--- src/rtl/mux_sel_sequencer_if.sv ---
// Stream/control bundle between mux_sel_sequencer and its environment.
// master = the sequencer side; slave = the requester, tree and consumer side.
interface mux_sel_sequencer_if #(
  parameter int SEL_W = 9,
  parameter int OUT_W = 8
);
   logic             start;
   logic [SEL_W-1:0] start_addr;
   logic [SEL_W:0]   count;
   logic             busy;
   logic [SEL_W-1:0] sel;
   logic             mux_in;
   logic [OUT_W-1:0] dout;
   logic             dout_valid;
   logic             dout_ready;
   logic             done;
`ifdef MUX_SEL_SEQUENCER_PARITY_EN
   logic             dout_par;
`endif

   modport master (
`ifdef MUX_SEL_SEQUENCER_PARITY_EN
      output dout_par,
`endif
      input  start, start_addr, count, mux_in, dout_ready,
      output busy, sel, dout, dout_valid, done
   );

   modport slave (
`ifdef MUX_SEL_SEQUENCER_PARITY_EN
      input  dout_par,
`endif
      output start, start_addr, count, mux_in, dout_ready,
      input  busy, sel, dout, dout_valid, done
   );
endinterface

--- src/rtl/mux_sel_sequencer.sv ---
// Walks a select window over a 2^SEL_W:1 tree and streams the sampled bits
// as LSB-first OUT_W-bit words. Define MUX_SEL_SEQUENCER_PARITY_EN to add dout_par.
module mux_sel_sequencer #(
  parameter int SEL_W = 9,
  parameter int OUT_W = 8
) (
   input  logic                 clk,
   input  logic                 rst,
   mux_sel_sequencer_if.master  bus
);

   localparam int CNT_W = SEL_W + 1;
   localparam int BIT_W = $clog2(OUT_W + 1);
   localparam logic [CNT_W-1:0] MAX_CNT = {1'b1, {SEL_W{1'b0}}};

   typedef enum logic [1:0] {IDLE, RUN, STALL, DRAIN} state_t;

   state_t           state;
   logic [SEL_W-1:0] sel_q;
   logic [OUT_W-1:0] shreg;
   logic [BIT_W-1:0] bitcnt;
   logic [CNT_W-1:0] remaining;
   logic [OUT_W-1:0] dout_q;
   logic             valid_q;
   logic             busy_q;
   logic             done_q;
`ifdef MUX_SEL_SEQUENCER_PARITY_EN
   logic             par_q;
`endif

   logic [BIT_W-1:0] next_bitcnt;
   logic [CNT_W-1:0] next_remaining;
   logic [OUT_W-1:0] sample_word;
   logic [CNT_W-1:0] clamped_count;
   logic             word_done;
   logic             accept;
   logic             out_free;
   logic             load_en;
   logic [OUT_W-1:0] load_word;

   // NOTE: always_comb assigns every output a default first so no latch can be inferred.
   always_comb begin
      next_bitcnt    = bitcnt + BIT_W'(1);
      next_remaining = remaining - CNT_W'(1);
      sample_word    = shreg | (OUT_W'(bus.mux_in) << bitcnt);
      word_done      = (next_bitcnt == BIT_W'(OUT_W)) || (next_remaining == '0);
      accept         = valid_q && bus.dout_ready;
      out_free       = !valid_q || bus.dout_ready;
      clamped_count  = (bus.count > MAX_CNT) ? MAX_CNT : bus.count;
      load_en        = 1'b0;
      load_word      = sample_word;
      if (state == RUN && word_done && out_free) begin
         load_en = 1'b1;
      end else if (state == STALL && accept) begin
         load_en   = 1'b1;
         load_word = shreg;
      end
   end

   // NOTE: sequential state uses non-blocking assignments only, so every register
   // sees the pre-edge values of the others regardless of statement order.
   always_ff @(posedge clk) begin
      if (rst) begin
         state     <= IDLE;
         sel_q     <= '0;
         shreg     <= '0;
         bitcnt    <= '0;
         remaining <= '0;
         dout_q    <= '0;
         valid_q   <= 1'b0;
         busy_q    <= 1'b0;
         done_q    <= 1'b0;
`ifdef MUX_SEL_SEQUENCER_PARITY_EN
         par_q     <= 1'b0;
`endif
      end else begin
         done_q <= 1'b0;

         // Output register: a load may coincide with acceptance of the previous word.
         if (load_en) begin
            dout_q  <= load_word;
            valid_q <= 1'b1;
`ifdef MUX_SEL_SEQUENCER_PARITY_EN
            par_q   <= ^load_word;
`endif
         end else if (accept) begin
            valid_q <= 1'b0;
         end

         case (state)
            IDLE: begin
               if (bus.start) begin
                  if (bus.count == '0) begin
                     done_q <= 1'b1;
                  end else begin
                     sel_q     <= bus.start_addr;
                     remaining <= clamped_count;
                     bitcnt    <= '0;
                     shreg     <= '0;
                     busy_q    <= 1'b1;
                     state     <= RUN;
                  end
               end
            end

            RUN: begin
               // The bit for the current sel is captured on the edge that advances sel.
               sel_q     <= sel_q + SEL_W'(1);
               remaining <= next_remaining;
               if (word_done && out_free) begin
                  shreg  <= '0;
                  bitcnt <= '0;
                  state  <= (next_remaining == '0) ? DRAIN : RUN;
               end else if (word_done) begin
                  shreg  <= sample_word;
                  bitcnt <= next_bitcnt;
                  state  <= STALL;
               end else begin
                  shreg  <= sample_word;
                  bitcnt <= next_bitcnt;
               end
            end

            STALL: begin
               if (accept) begin
                  shreg  <= '0;
                  bitcnt <= '0;
                  state  <= (remaining == '0) ? DRAIN : RUN;
               end
            end

            DRAIN: begin
               if (accept) begin
                  done_q <= 1'b1;
                  busy_q <= 1'b0;
                  state  <= IDLE;
               end
            end

            default: state <= IDLE;
         endcase
      end
   end

   assign bus.sel        = sel_q;
   assign bus.dout       = dout_q;
   assign bus.dout_valid = valid_q;
   assign bus.busy       = busy_q;
   assign bus.done       = done_q;
`ifdef MUX_SEL_SEQUENCER_PARITY_EN
   assign bus.dout_par   = par_q;
`endif

endmodule

--- src/flat_wrapper.sv ---
// flat-port wrapper written by rule: the top's interface ports become plain ports
module mux_sel_sequencer_flat 
#(
  parameter int SEL_W = 9,
  parameter int OUT_W = 8
)
  (clk, rst, bus_start, bus_start_addr, bus_count, bus_mux_in, bus_dout_ready, bus_busy, bus_sel, bus_dout, bus_dout_valid, bus_done);
  mux_sel_sequencer_if #(.SEL_W(SEL_W), .OUT_W(OUT_W)) bus_i ();
  input  logic clk;
  input  logic rst;
  input wire logic [$bits(bus_i.start)-1:0] bus_start;
  input wire logic [$bits(bus_i.start_addr)-1:0] bus_start_addr;
  input wire logic [$bits(bus_i.count)-1:0] bus_count;
  input wire logic [$bits(bus_i.mux_in)-1:0] bus_mux_in;
  input wire logic [$bits(bus_i.dout_ready)-1:0] bus_dout_ready;
  output wire logic [$bits(bus_i.busy)-1:0] bus_busy;
  output wire logic [$bits(bus_i.sel)-1:0] bus_sel;
  output wire logic [$bits(bus_i.dout)-1:0] bus_dout;
  output wire logic [$bits(bus_i.dout_valid)-1:0] bus_dout_valid;
  output wire logic [$bits(bus_i.done)-1:0] bus_done;
  assign bus_i.start = bus_start;
  assign bus_i.start_addr = bus_start_addr;
  assign bus_i.count = bus_count;
  assign bus_i.mux_in = bus_mux_in;
  assign bus_i.dout_ready = bus_dout_ready;
  assign bus_busy = bus_i.busy;
  assign bus_sel = bus_i.sel;
  assign bus_dout = bus_i.dout;
  assign bus_dout_valid = bus_i.dout_valid;
  assign bus_done = bus_i.done;
  mux_sel_sequencer #(.SEL_W(SEL_W), .OUT_W(OUT_W)) u_core (.clk(clk), .rst(rst), .bus(bus_i));
endmodule
--- config.mk ---
export PLATFORM = sky130hd
export DESIGN_NAME = mux_sel_sequencer_flat
export DESIGN_NICKNAME = d
export VERILOG_FILES = /design/src/rtl/mux_sel_sequencer_if.sv /design/src/rtl/mux_sel_sequencer.sv /design/src/flat_wrapper.sv
export SDC_FILE = /design/constraint.sdc
export NUM_CORES = 1
export LEC_CHECK = 0
export CAP_MARGIN = 20
export CORE_AREA = 2 2 71 80
export DETAILED_ROUTE_END_ITERATION = 8
export DIE_AREA = 0 0 73 82
export MAX_ROUTING_LAYER = met4
export PLACE_DENSITY = 0.76
export SLEW_MARGIN = 20
export SYNTH_ARGS = -nofsm -noshare
export SYNTH_HDL_FRONTEND = slang
export SYNTH_SLANG_ARGS = --single-unit
--- constraint.sdc ---
create_clock -name clk -period 2.4 [get_ports clk]
set_input_delay 0.6 -clock clk [delete_from_list [all_inputs] [get_ports clk]]
set_output_delay 0.6 -clock clk [all_outputs]
set_load 0.01 [all_outputs]
==> out/qor.yml, run 1 <==
critical_path:
  r2r_start: "u_core.remaining[0]$_SDFFE_PP0P_"
  crit_slowest_cell: "clkdlybuf4s50_1"
  path_cells: "clkdlybuf4s50_1 > nor4_2 > buf_4 > a41oi_1 > buf_4 > o21ai_1 > nor3_1 > or2_2 > a31oi_1"
  required_ns: 2.63
  crit_family: "buffers and inverters"
  cpPeakStageDelay_ns: 0.43
  critPathLaunchType: "input pin"
  timing.setup.critical_path_class: "in2reg"
  cp_max_fo: 6
  arrival_ns: 2.53
  r2r_slack_ns: 0.17
  r2r_end: "u_core.bus.dout[3]$_SDFFE_PP0P_"
  crit_top_cell: "buf_4"
  endpoint_kind: "register"
  crit_buf_inv: 3
  rr_worst_depth: 8
logic_synthesis:
  syn-cell-area_um2: 2571
  yosysSeqAreaShare_pct: 34.26
  syn-num-nets: 371
  syn_inst: 338
  synth_enable_flop_cells: 0
  ys_types: 55
  syn_avg_cell_area_um2: 7.607
  ys.flop_type: "dfxtp_1"
  synthArstFlopShare_pct: 0
  ys_ff_latch: 44
  yosys_warnings: 0
power_and_ir_drop:
  p_leak_nw: 1.262
  comb_power_share_pct: 50.7
  swShare_pct: 41.08
  pwr-share-clk_pct: 18.8
  irDropWorstVdd_mv: 0.4965
  p_switching_w: 0.001352
  seqPwrFrac_pct: 30.5
  p_per_area_nw_per_um2: 989.0
  internal_power_w: 0.001939
die:
  rows: 28
  die_w_um: 73
  dieArea_um2: 5986
  initial_core_util_pct: 49.26
  io_pins: 44
  core_um2: 5220
  die_h_um: 82
grt:
  grt_max_degree: 26
  grt_usage_pct: 24.18
  grt_pass1_wl_mm: 11.23
  gr-usage-met1_pct: 30.56
  grt_antenna_before_repair: 0
  grt_use_met2_pct: 39.46
  grt.busiest_layer: "met2"
  met3_usage_pct: 3.926
  grt_pass1_vias: 2490
  grt_overflow_total: 0
detailed_routing:
  drt_first_pass_iters: 5
  wirelength_mm: 6.593
  drt_iter0_drc: 233
  drc: 0
  postRouteAntennaNets: 0
  viasPerCell: 5.947
  avgRoutedWirePerCell_um: 14.46
  via_count: 2712
placement:
  io_buffers: 43
  dpl.hpwl_mm: 4.663
  place_congestion: 0.9098
  place_inst: 448
timing:
  drv_slew: 0
  finalHoldViolCount: 0
  slew_headroom_pct: 65.41
  finalSetupTns_ns: 0
  finalCriticalPeriod_ns: 2.304
  rsz0062_at_grt: "true"
  tightestPinTransition_ns: 0.5189
  finalSetupViolations: 0
  fin_crit_sh_pct: 95.99
  max_clock_freq_ghz: 0.4341
  fin_skew_ns: 0.009667
cells_and_area:
  drive_gt1_share_pct: 11.62
  n_antenna_cell: 0
  final_cells: 456
  nets: 428
  area_growth_pct: 29.39
clocking:
  cts.sinks: 44
  cts_tree: "built"
  cts_resized: 0
  htreeDepth: 2
  root_buffer: "clkbuf_8"
  cts_made_buffers: 5
  clock_latency_ns: 0.31
  postCtsSetupBuffers: 0
  clock_path_buffers: 2
  clk_pin_slew_ns: 0.09
  cts_hold_buf: 0
worst_hold_path:
  hp-class: "reg2reg"
  worstHoldStart: "u_core.bus.dout[6]$_SDFFE_PP0P_"
  min_to: "u_core.bus.dout[6]$_SDFFE_PP0P_"
  hold_depth: 2
flow_run:
  max-cap-violations: 0
status:
  status: "finished, final reports clean"
registers in the layout, indices dropped and copies added (netlist names):
| register | cells |
|---|---|
| u_core.bus.sel | 9 |
| u_core.remaining | 10 |
| u_core.bus.busy | 1 |
| u_core.bitcnt | 4 |
| u_core.state | 2 |
| u_core.bus.done | 1 |
| u_core.bus.dout | 8 |
| u_core.bus.dout_valid | 1 |
| u_core.shreg | 8 |
tightest hold or removal path, stage by stage (launching register included):
cell and delay [ns]:
dfxtp_1 0.32, inv_1 0.05, o32ai_1 0.05
cell usage after synthesis, types with 3 or more instances:
| cell type | instances | area share [%] |
|---|---|---|
| nor2b_1 | 5 | 1.2 |
| nor4_1 | 5 | 1.2 |
| a211oi_1 | 11 | 3.2 |
| nand4_1 | 3 | 0.73 |
| nand3_1 | 10 | 1.9 |
| a31oi_1 | 11 | 2.7 |
| clkbuf_1 | 16 | 2.3 |
| inv_1 | 19 | 2.8 |
| o32ai_1 | 8 | 2.7 |
| a22oi_1 | 6 | 1.8 |
| o21ai_0 | 15 | 2.9 |
| dfxtp_1 | 44 | 34 |
| xnor2_1 | 3 | 1.0 |
| nand2_1 | 40 | 5.8 |
| ha_1 | 9 | 4.4 |
| nor2_1 | 40 | 5.8 |
| mux2i_1 | 3 | 1.2 |
| a41oi_1 | 3 | 1.0 |
| a21oi_1 | 26 | 5.1 |
| nor3_1 | 16 | 3.1 |
worst max path at each step:
| stage | startpoint | to | slack [ns] | cells past startpoint |
|---|---|---|---|---|
| after floorplan | u_core.remaining[3]$_SDFFE_PP0P_ | u_core.bitcnt[0]$_SDFFE_PP0P_ | 0.27 | 8 |
| after global placement | bus_count[5] | u_core.state[0]$_SDFFE_PP0P_ | -0.28 | 9 |
| after detailed placement | bus_count[5] | u_core.state[0]$_SDFFE_PP0P_ | -0.29 | 9 |
| after CTS | bus_count[5] | u_core.state[0]$_SDFFE_PP0P_ | 0.003 | 9 |
| after global routing | bus_count[5] | u_core.state[0]$_SDFFE_PP0P_ | -0.03 | 9 |
| final | bus_count[5] | u_core.state[0]$_SDFFE_PP0P_ | 0.1 | 9 |
cell usage in the layout, fill, tap and decap left out, types with 3 or more instances in the layout:
| cell | n |
|---|---|
| o32ai_1 | 8 |
| a211oi_1 | 11 |
| nor2b_1 | 5 |
| ha_1 | 9 |
| clkbuf_8 | 6 |
| a41oi_1 | 3 |
| xnor2_1 | 3 |
| nand4_1 | 3 |
| dfxtp_1 | 44 |
| nor4_1 | 4 |
| a22oi_1 | 6 |
| a31oi_1 | 11 |
| nor2_1 | 40 |
| mux2i_1 | 3 |
| clkdlybuf4s50_1 | 43 |
| a21oi_1 | 26 |
| nand3_1 | 10 |
| nor3_1 | 16 |
| nand2_1 | 40 |
| inv_1 | 19 |
| buf_4 | 25 |
| o21ai_0 | 14 |
cell families (layout without fill, tap and decap cells):
| kind of cell | count (synthesis) | after routing | synth area share, % |
|---|---|---|---|
| AND/OR/NAND/NOR | 133 | 133 | 24.19 |
| adder cells (fa/ha/maj) | 9 | 9 | 4.380 |
| XOR/XNOR | 4 | 4 | 1.363 |
| flip-flops | 44 | 44 | 34.26 |
| multiplexers | 3 | 3 | 1.168 |
| buffers and inverters | 38 | 96 | 6.131 |
| AO/OA/AOI/OAI | 107 | 107 | 28.52 |
power groups by stage:
stage / sequential [W] / combinational [W] / clock, W
3_3_place_gp: 0.00102 / 0.00162 / 0
6_report: 0.00100 / 0.00167 / 0.000618
2_1_floorplan: 0.00102 / 0.00111 / 0
3_5_place_dp: 0.00102 / 0.00164 / 0
5_1_grt: 0.00103 / 0.00185 / 0.000654
4_1_cts: 0.00100 / 0.00165 / 0.000625
through the flow:
step	power [W]	worst slack [ns]	instance area, um^2	hold WS [ns]	util (%)
finish	0.003290	0.09632	3327	0.4580	63.73
global route	0.003535	-0.03272	3327	0.4857	63.73
CTS	0.003277	0.002929	3319	0.4628	63.59
detailed placement	0.002655	-0.2864	3198	0.4486	61.27
global placement	0.002630	-0.2817	3198	0.4408	61.27
floorplan	0.002128	0.2677	2571	0.4762	-
final cells by class:
cell class,count,area (um^2)
fill,449,1893
tap,60,75.07
multi-input combinational,256,1540
inverter,19,71.32
sequential,44,880.8
clock inverter,2,38.79
clock buffer,6,82.58
timing repair buffer,69,638.1
metal layers:
metal | share of wire (%) | routed length, um
met5 | 0 | 0
met4 | 1.2 | 82
met3 | 5.7 | 378
met2 | 47 | 3127
met1 | 46 | 3004
(Power assumes the default switching activity.)
==> run 2, diff against run 1 <==
--- a/config.mk
+++ b/config.mk
@@ -5,6 +5,7 @@
 export SDC_FILE = /design/constraint.sdc
 export NUM_CORES = 1
 export LEC_CHECK = 0
+export ABC_CLOCK_PERIOD_IN_PS = 2400
 export CAP_MARGIN = 20
 export CORE_AREA = 2 2 71 80
 export DETAILED_ROUTE_END_ITERATION = 8
==> results of run 2 <==
The final DEF is identical to that of run 1; final timing and power are the same.
